==> src/rtl/axis_packet_adapter_if.sv <==
// Signal bundle for axis_packet_adapter: input/output AXIS streams, source/sink packet
// handshakes and status. "master" is the adapter side, "slave" is its surroundings.
interface axis_packet_adapter_if #(
    parameter int AXIS_IN_WIDTH  = 8,
    parameter int AXIS_OUT_WIDTH = 8,
    parameter int INP_WIDTH      = 16,
    parameter int OUT_WIDTH      = 16
);
    logic [AXIS_IN_WIDTH-1:0]  s_axis_tdata;
    logic                      s_axis_tvalid;
    logic                      s_axis_tready;
    logic                      s_axis_tlast;
    logic [INP_WIDTH-1:0]      src;
    logic                      src_valid;
    logic                      src_ready;
    logic [OUT_WIDTH-1:0]      snk;
    logic                      snk_valid;
    logic                      snk_ready;
    logic [AXIS_OUT_WIDTH-1:0] m_axis_tdata;
    logic                      m_axis_tvalid;
    logic                      m_axis_tready;
    logic                      m_axis_tlast;
    logic                      err_frame;
    logic [15:0]               pkt_in_count;

    modport master (
        input  s_axis_tdata, s_axis_tvalid, s_axis_tlast, src_ready, snk, snk_valid, m_axis_tready,
        output s_axis_tready, src, src_valid, snk_ready, m_axis_tdata, m_axis_tvalid, m_axis_tlast,
               err_frame, pkt_in_count
    );

    modport slave (
        output s_axis_tdata, s_axis_tvalid, s_axis_tlast, src_ready, snk, snk_valid, m_axis_tready,
        input  s_axis_tready, src, src_valid, snk_ready, m_axis_tdata, m_axis_tvalid, m_axis_tlast,
               err_frame, pkt_in_count
    );
endinterface

==> src/rtl/axis_packet_adapter.sv <==
// AXIS framing layer: deserialises input beats into source packets and serialises
// FIFO-buffered sink packets back onto an AXIS bus with tlast on each packet's final beat.
module axis_packet_adapter #(
    parameter int AXIS_IN_WIDTH  = 8,
    parameter int AXIS_OUT_WIDTH = 8,
    parameter int INP_WIDTH      = 16,
    parameter int OUT_WIDTH      = 16,
    parameter int OUT_DEPTH      = 4
) (
    input logic                   clk,
    input logic                   arstn,
    axis_packet_adapter_if.master bus
);
    localparam int IN_BEATS  = (INP_WIDTH + AXIS_IN_WIDTH - 1) / AXIS_IN_WIDTH;
    localparam int OUT_BEATS = (OUT_WIDTH + AXIS_OUT_WIDTH - 1) / AXIS_OUT_WIDTH;
    localparam int IN_ASM_W  = IN_BEATS * AXIS_IN_WIDTH;
    localparam int OUT_PAD_W = OUT_BEATS * AXIS_OUT_WIDTH;
    localparam int IN_CNT_W  = (IN_BEATS > 1) ? $clog2(IN_BEATS) : 1;
    localparam int OUT_CNT_W = (OUT_BEATS > 1) ? $clog2(OUT_BEATS) : 1;
    localparam int AW        = $clog2(OUT_DEPTH);
    localparam logic [IN_CNT_W-1:0]  IN_LAST  = IN_CNT_W'(IN_BEATS - 1);
    localparam logic [OUT_CNT_W-1:0] OUT_LAST = OUT_CNT_W'(OUT_BEATS - 1);

    logic [IN_CNT_W-1:0]  in_cnt;
    logic [IN_CNT_W-1:0]  in_slot;
    logic [IN_ASM_W-1:0]  asm_q;
    logic [IN_ASM_W-1:0]  asm_next;
    logic [INP_WIDTH-1:0] src_q;
    logic                 src_valid_q;
    logic                 err_q;
    logic [15:0]          pkt_cnt_q;
    logic                 in_last_beat;
    logic                 s_ready;
    logic                 s_fire;

    assign in_last_beat = (in_cnt == IN_LAST);
    // Hold register may drain and refill on the same edge, so src_ready feeds straight through.
    assign s_ready      = !in_last_beat || !src_valid_q || bus.src_ready;
    assign s_fire       = bus.s_axis_tvalid && s_ready;

    always_comb begin
        in_slot  = IN_LAST - in_cnt;
        asm_next = asm_q;
        asm_next[in_slot * AXIS_IN_WIDTH +: AXIS_IN_WIDTH] = bus.s_axis_tdata;
    end

    always_ff @(posedge clk or negedge arstn) begin
        if (!arstn) begin
            in_cnt      <= '0;
            asm_q       <= '0;
            src_q       <= '0;
            src_valid_q <= 1'b0;
            err_q       <= 1'b0;
            pkt_cnt_q   <= '0;
        end else begin
            if (src_valid_q && bus.src_ready) begin
                src_valid_q <= 1'b0;
            end
            if (s_fire) begin
                asm_q <= asm_next;
                if (in_last_beat) begin
                    src_q       <= asm_next[IN_ASM_W-1 -: INP_WIDTH];
                    src_valid_q <= 1'b1;
                    in_cnt      <= '0;
                    pkt_cnt_q   <= pkt_cnt_q + 16'd1;
                end else if (bus.s_axis_tlast) begin
                    in_cnt <= '0;
                    err_q  <= 1'b1;
                end else begin
                    in_cnt <= in_cnt + 1'b1;
                end
            end
        end
    end

    assign bus.s_axis_tready = s_ready;
    assign bus.src           = src_q;
    assign bus.src_valid     = src_valid_q;
    assign bus.err_frame     = err_q;
    assign bus.pkt_in_count  = pkt_cnt_q;

    logic [OUT_WIDTH-1:0]      mem [OUT_DEPTH];
    logic [AW:0]               wr_ptr;
    logic [AW:0]               rd_ptr;
    logic [OUT_CNT_W-1:0]      out_cnt;
    logic [OUT_CNT_W-1:0]      out_slot;
    logic [OUT_PAD_W-1:0]      head_pad;
    logic [AXIS_OUT_WIDTH-1:0] m_data;
    logic                      full;
    logic                      empty;
    logic                      push;
    logic                      m_fire;
    logic                      out_last;

    assign full     = (wr_ptr[AW] != rd_ptr[AW]) && (wr_ptr[AW-1:0] == rd_ptr[AW-1:0]);
    assign empty    = (wr_ptr == rd_ptr);
    assign push     = bus.snk_valid && !full;
    assign out_last = (out_cnt == OUT_LAST);
    assign m_fire   = !empty && bus.m_axis_tready;

    // Empty FIFO drives zero data so the bus is clean out of reset and between packets.
    always_comb begin
        out_slot = OUT_LAST - out_cnt;
        head_pad = '0;
        head_pad[OUT_PAD_W-1 -: OUT_WIDTH] = mem[rd_ptr[AW-1:0]];
        m_data = '0;
        if (!empty) begin
            m_data = head_pad[out_slot * AXIS_OUT_WIDTH +: AXIS_OUT_WIDTH];
        end
    end

    always_ff @(posedge clk) begin
        if (push) begin
            mem[wr_ptr[AW-1:0]] <= bus.snk;
        end
    end

    always_ff @(posedge clk or negedge arstn) begin
        if (!arstn) begin
            wr_ptr  <= '0;
            rd_ptr  <= '0;
            out_cnt <= '0;
        end else begin
            if (push) begin
                wr_ptr <= wr_ptr + 1'b1;
            end
            if (m_fire) begin
                if (out_last) begin
                    out_cnt <= '0;
                    rd_ptr  <= rd_ptr + 1'b1;
                end else begin
                    out_cnt <= out_cnt + 1'b1;
                end
            end
        end
    end

    assign bus.snk_ready     = !full;
    assign bus.m_axis_tvalid = !empty;
    assign bus.m_axis_tdata  = m_data;
    assign bus.m_axis_tlast  = out_last;
endmodule

==> src/flat_wrapper.sv <==
// flat-port wrapper written by rule: the top's interface ports become plain ports
module axis_packet_adapter_flat 
#(
    parameter int AXIS_IN_WIDTH  = 8,
    parameter int AXIS_OUT_WIDTH = 8,
    parameter int INP_WIDTH      = 16,
    parameter int OUT_WIDTH      = 16,
    parameter int OUT_DEPTH      = 4
)
  (clk, arstn, bus_s_axis_tdata, bus_s_axis_tvalid, bus_s_axis_tlast, bus_src_ready, bus_snk, bus_snk_valid, bus_m_axis_tready, bus_s_axis_tready, bus_src, bus_src_valid, bus_snk_ready, bus_m_axis_tdata, bus_m_axis_tvalid, bus_m_axis_tlast, bus_err_frame, bus_pkt_in_count);
  axis_packet_adapter_if #(.AXIS_IN_WIDTH(AXIS_IN_WIDTH), .AXIS_OUT_WIDTH(AXIS_OUT_WIDTH), .INP_WIDTH(INP_WIDTH), .OUT_WIDTH(OUT_WIDTH)) bus_i ();
  input logic clk;
  input logic arstn;
  input wire logic [$bits(bus_i.s_axis_tdata)-1:0] bus_s_axis_tdata;
  input wire logic [$bits(bus_i.s_axis_tvalid)-1:0] bus_s_axis_tvalid;
  input wire logic [$bits(bus_i.s_axis_tlast)-1:0] bus_s_axis_tlast;
  input wire logic [$bits(bus_i.src_ready)-1:0] bus_src_ready;
  input wire logic [$bits(bus_i.snk)-1:0] bus_snk;
  input wire logic [$bits(bus_i.snk_valid)-1:0] bus_snk_valid;
  input wire logic [$bits(bus_i.m_axis_tready)-1:0] bus_m_axis_tready;
  output wire logic [$bits(bus_i.s_axis_tready)-1:0] bus_s_axis_tready;
  output wire logic [$bits(bus_i.src)-1:0] bus_src;
  output wire logic [$bits(bus_i.src_valid)-1:0] bus_src_valid;
  output wire logic [$bits(bus_i.snk_ready)-1:0] bus_snk_ready;
  output wire logic [$bits(bus_i.m_axis_tdata)-1:0] bus_m_axis_tdata;
  output wire logic [$bits(bus_i.m_axis_tvalid)-1:0] bus_m_axis_tvalid;
  output wire logic [$bits(bus_i.m_axis_tlast)-1:0] bus_m_axis_tlast;
  output wire logic [$bits(bus_i.err_frame)-1:0] bus_err_frame;
  output wire logic [$bits(bus_i.pkt_in_count)-1:0] bus_pkt_in_count;
  assign bus_i.s_axis_tdata = bus_s_axis_tdata;
  assign bus_i.s_axis_tvalid = bus_s_axis_tvalid;
  assign bus_i.s_axis_tlast = bus_s_axis_tlast;
  assign bus_i.src_ready = bus_src_ready;
  assign bus_i.snk = bus_snk;
  assign bus_i.snk_valid = bus_snk_valid;
  assign bus_i.m_axis_tready = bus_m_axis_tready;
  assign bus_s_axis_tready = bus_i.s_axis_tready;
  assign bus_src = bus_i.src;
  assign bus_src_valid = bus_i.src_valid;
  assign bus_snk_ready = bus_i.snk_ready;
  assign bus_m_axis_tdata = bus_i.m_axis_tdata;
  assign bus_m_axis_tvalid = bus_i.m_axis_tvalid;
  assign bus_m_axis_tlast = bus_i.m_axis_tlast;
  assign bus_err_frame = bus_i.err_frame;
  assign bus_pkt_in_count = bus_i.pkt_in_count;
  axis_packet_adapter #(.AXIS_IN_WIDTH(AXIS_IN_WIDTH), .AXIS_OUT_WIDTH(AXIS_OUT_WIDTH), .INP_WIDTH(INP_WIDTH), .OUT_WIDTH(OUT_WIDTH), .OUT_DEPTH(OUT_DEPTH)) u_core (.clk(clk), .arstn(arstn), .bus(bus_i));
endmodule
==> config.mk <==
export PLATFORM = sky130hd
export DESIGN_NAME = axis_packet_adapter_flat
export DESIGN_NICKNAME = d
export VERILOG_FILES = /design/src/rtl/axis_packet_adapter_if.sv /design/src/rtl/axis_packet_adapter.sv /design/src/flat_wrapper.sv
export SDC_FILE = /design/constraint.sdc
export NUM_CORES = 1
export LEC_CHECK = 0
export BUFFER_PORTS_ARGS = -buffer_cell sky130_fd_sc_hd__buf_2
export CAP_MARGIN = 10
export CORE_MARGIN = 10
export CORE_UTILIZATION = 55
export DETAILED_ROUTE_END_ITERATION = 12
export GPL_TIMING_DRIVEN = 0
export PLACE_DENSITY = 0.87
export SYNTH_ARGS = -nofsm -noshare
export SYNTH_HDL_FRONTEND = slang
export SYNTH_SLANG_ARGS = --single-unit
export TNS_END_PERCENT = 50
==> constraint.sdc <==
create_clock -name clk -period 2.4 [get_ports clk]
set_clock_uncertainty 0.1 [all_clocks]
set_input_delay 0.24 -clock clk [delete_from_list [all_inputs] [get_ports clk]]
set_output_delay 0.24 -clock clk [all_outputs]
set_load 0.02 [all_outputs]
==> metrics.txt <==
num rows 33; die height 112 µm; final instance area 6100 µm²; GRT Util Overall 0.172; clock-pin slew on the worst setup and hold paths 0.05 ns; Post-synth EDFFs 64; Worst Setup End Kind output port; Num CTS Buffers 17; RSZ-0062 raised after global routing no; Worst path slowest cell dfrtp_1; IO buf count 76; drc violations 0; post-synth cell types 32; Synth Register Bits about 110; slowest stage delay, CP approximately 0.39 ns; Rel. slew slack 0.281; synth top area cells edfxtp_1 41%, dfrtp_1 27%, mux2i_1 6.9%; critical path peak fanout 10; vias in the first global route 3381; core box area approximately 8000 µm²; Post-DRT Antenna Nets 0; CP startpoint kind flip-flop; P_leak roughly 0.0027 µW; ys async rst share 0.439; Slew @ Worst Pin approximately 1.1 ns; Final Util 0.742; vias post-DR around 3000; CP cell instances buf_6 > buf_8 > mux2i_1 > a22oi_1 > and3_1 > buf_2; largest net degree at the start of global routing 51; post-synth top area share 0.413; clock root cell clkbuf_8; Fin. Hold Viols 0; status complete, no violations; Starting Density 0.566; share of layout cells above drive strength 1 0.305; number of DRC markers in iteration 0 around 120; Antenna Cells 0; r2r endpoint u_core.mem[0][9]; post-synth net total approximately 360; initial antenna violation count 0; Synth Cell Area roughly 4700 µm²; Synth Flop Type edfxtp_1; clk_lat worst skew roughly 0.50 ns; worst hold path class primary input to flip-flop; DR vias/cell ~5.4; Synth area leader edfxtp_1; R2R Setup Slk 0.26 ns; Syn Area/Cell 14.2 µm²; period utilization 0.970; max_cap viols 0; max-slew violations 0; Synth Instances between 300 and 400; worst reg-to-reg path cell count 4; Data required, critical path 2.06 ns; final HPWL from detailed placement 6640 µm; Final setup viols 0; Arr. time, crit path approximately 2 ns; global-route wire length before repair approximately 17000 µm; DR pass1 iterations 4; worst r2r src u_core.rd_ptr[1]; Setup CP Type flip-flop to output port; Die Width approximately 110 µm; most common cell after layout, fill and taps aside buf_2; PwrDens 1380 nW/µm²; die area roughly 13000 µm²; crit path launch u_core.rd_ptr[1]; IO Pins 77; total gr overflow 0; CTS tree built; GPL Wtd Cong roughly 0.8; Clock Tree Buf Depth 2; sequential share of the synthesized area 0.682; maximum vdd ir drop between 0.8 and 0.9 mV; Setup TNS Final 0 ns; Avg WL per Cell about 19 µm; Sink Count ~110; Layout area overhead 31.1%; Net count, final ~490; final wirelength between 10000 and 15000 µm; total power ~8400 µW; Synth warnings 0; H-tree lvl count 4; f_max between 0.4 and 0.5 GHz; commonest cells after routing, fill and taps aside 82 x buf_2, 64 x edfxtp_1, 59 x nand2_1; area of placed instances ~5200 µm²; worst setup path endpoint bus_m_axis_tdata[7]; fin crit period 2.33 ns
==> routing by layer <==
layer,up-vias,global-route usage,wire [µm]
met5,-,0,0
met4,0,0.0609,169
met3,21,0.0784,886
met2,120,0.296,5480
met1,1529,0.183,4160
li1,1415,-,-
==> repair_timing <==
item,CTS,global route
endpoints found under the hold margin,135,0
resized for setup,6,9
setup endpoints to repair,8,8
buffers inserted,0,0
hold buffers,29,0
==> synthesized netlist by cell type (3+ instances only) <==
cell type  instances
a22oi_1           16
and2_1             5
and3_1            14
and4_1             4
buf_2              7
buf_4              3
clkbuf_1           3
dfrtp_1           50
edfxtp_1          64
ha_1               6
inv_1              3
mux2_2             8
mux2i_1           32
nand2_1           59
nand3_1            6
nand4_1            5
nor2_1             3
xnor2_1           17
xor2_1             5
==> where the power goes <==
| group | internal (µW) | total (µW) | switching (µW) |
|---|---|---|---|
| registers | 2670 | 2990 | 319 |
| logic | 1140 | 2890 | 1750 |
| clock network | 1680 | 2540 | 857 |
| total | 5490 | 8420 | 2930 |
==> cell families after synthesis <==
| logic type | Yosys count | share of synthesized area |
|---|---|---|
| buffers and inverters | 18 | 0.0212 |
| multiplexers | 42 | 0.0947 |
| XOR/XNOR | 23 | 0.0449 |
| AO/OA/AOI/OAI | 18 | 0.0285 |
| adder cells (fa/ha/maj) | 6 | 0.0161 |
| flip-flops | 114 | 0.682 |
| AND/OR/NAND/NOR | 106 | 0.112 |
==> registers in the layout, indices dropped and copies added, names as in the netlist, 3 cells and up <==
register	count
u_core.wr_ptr	3
u_core.bus.pkt_in_count	16
u_core.bus.src	16
u_core.asm_q	8
u_core.mem	64
u_core.rd_ptr	3
==> worst max-delay path, delay by kind of cell (launching register included) <==
family / cells / cell delay, ns
and+or+nand+nor: 1 / 0.22
muxes: 1 / 0.12
buffers and inverters: 3 / 0.49
AOI/OAI and AO/OA: 1 / 0.26
DFF: 1 / 0.39
==> worst min path at each step <==
stage / startpoint / endpoint / depth (start not counted)
after floorplan: arstn / u_core.asm_q[10] / 0
after global placement: u_core.asm_q[10] / u_core.bus.src[10] / 2
after detailed placement: bus_s_axis_tdata[4] / u_core.bus.src[4] / 3
after CTS: bus_src_ready / u_core.bus.src_valid / 3
after global routing: bus_src_ready / u_core.bus.src_valid / 3
final: bus_src_ready / u_core.bus.src_valid / 3
==> per-stage QoR <==
stage               hold WS, ns  instances  setup WS (ns)
global route             0.0314        567         0.0112
detailed placement        0.354        508          0.294
finish                   0.0463        567         0.0732
floorplan                -0.156        327          0.462
global placement          0.344        508          0.314
CTS                      0.0135        567        0.00456
==> layout make-up <==
cell class	instances	area, µm²
Clock buffer	19	422
Multi-Input combinational cell	195	1400
Fill cell	528	2120
Tap cell	105	131
Inverter	3	11.3
Buffer	13	103
Clock inverter	13	185
Sequential cell	114	3170
Timing Repair Buffer	105	671
No activity file was read; power rests on OpenSTA's default activity.
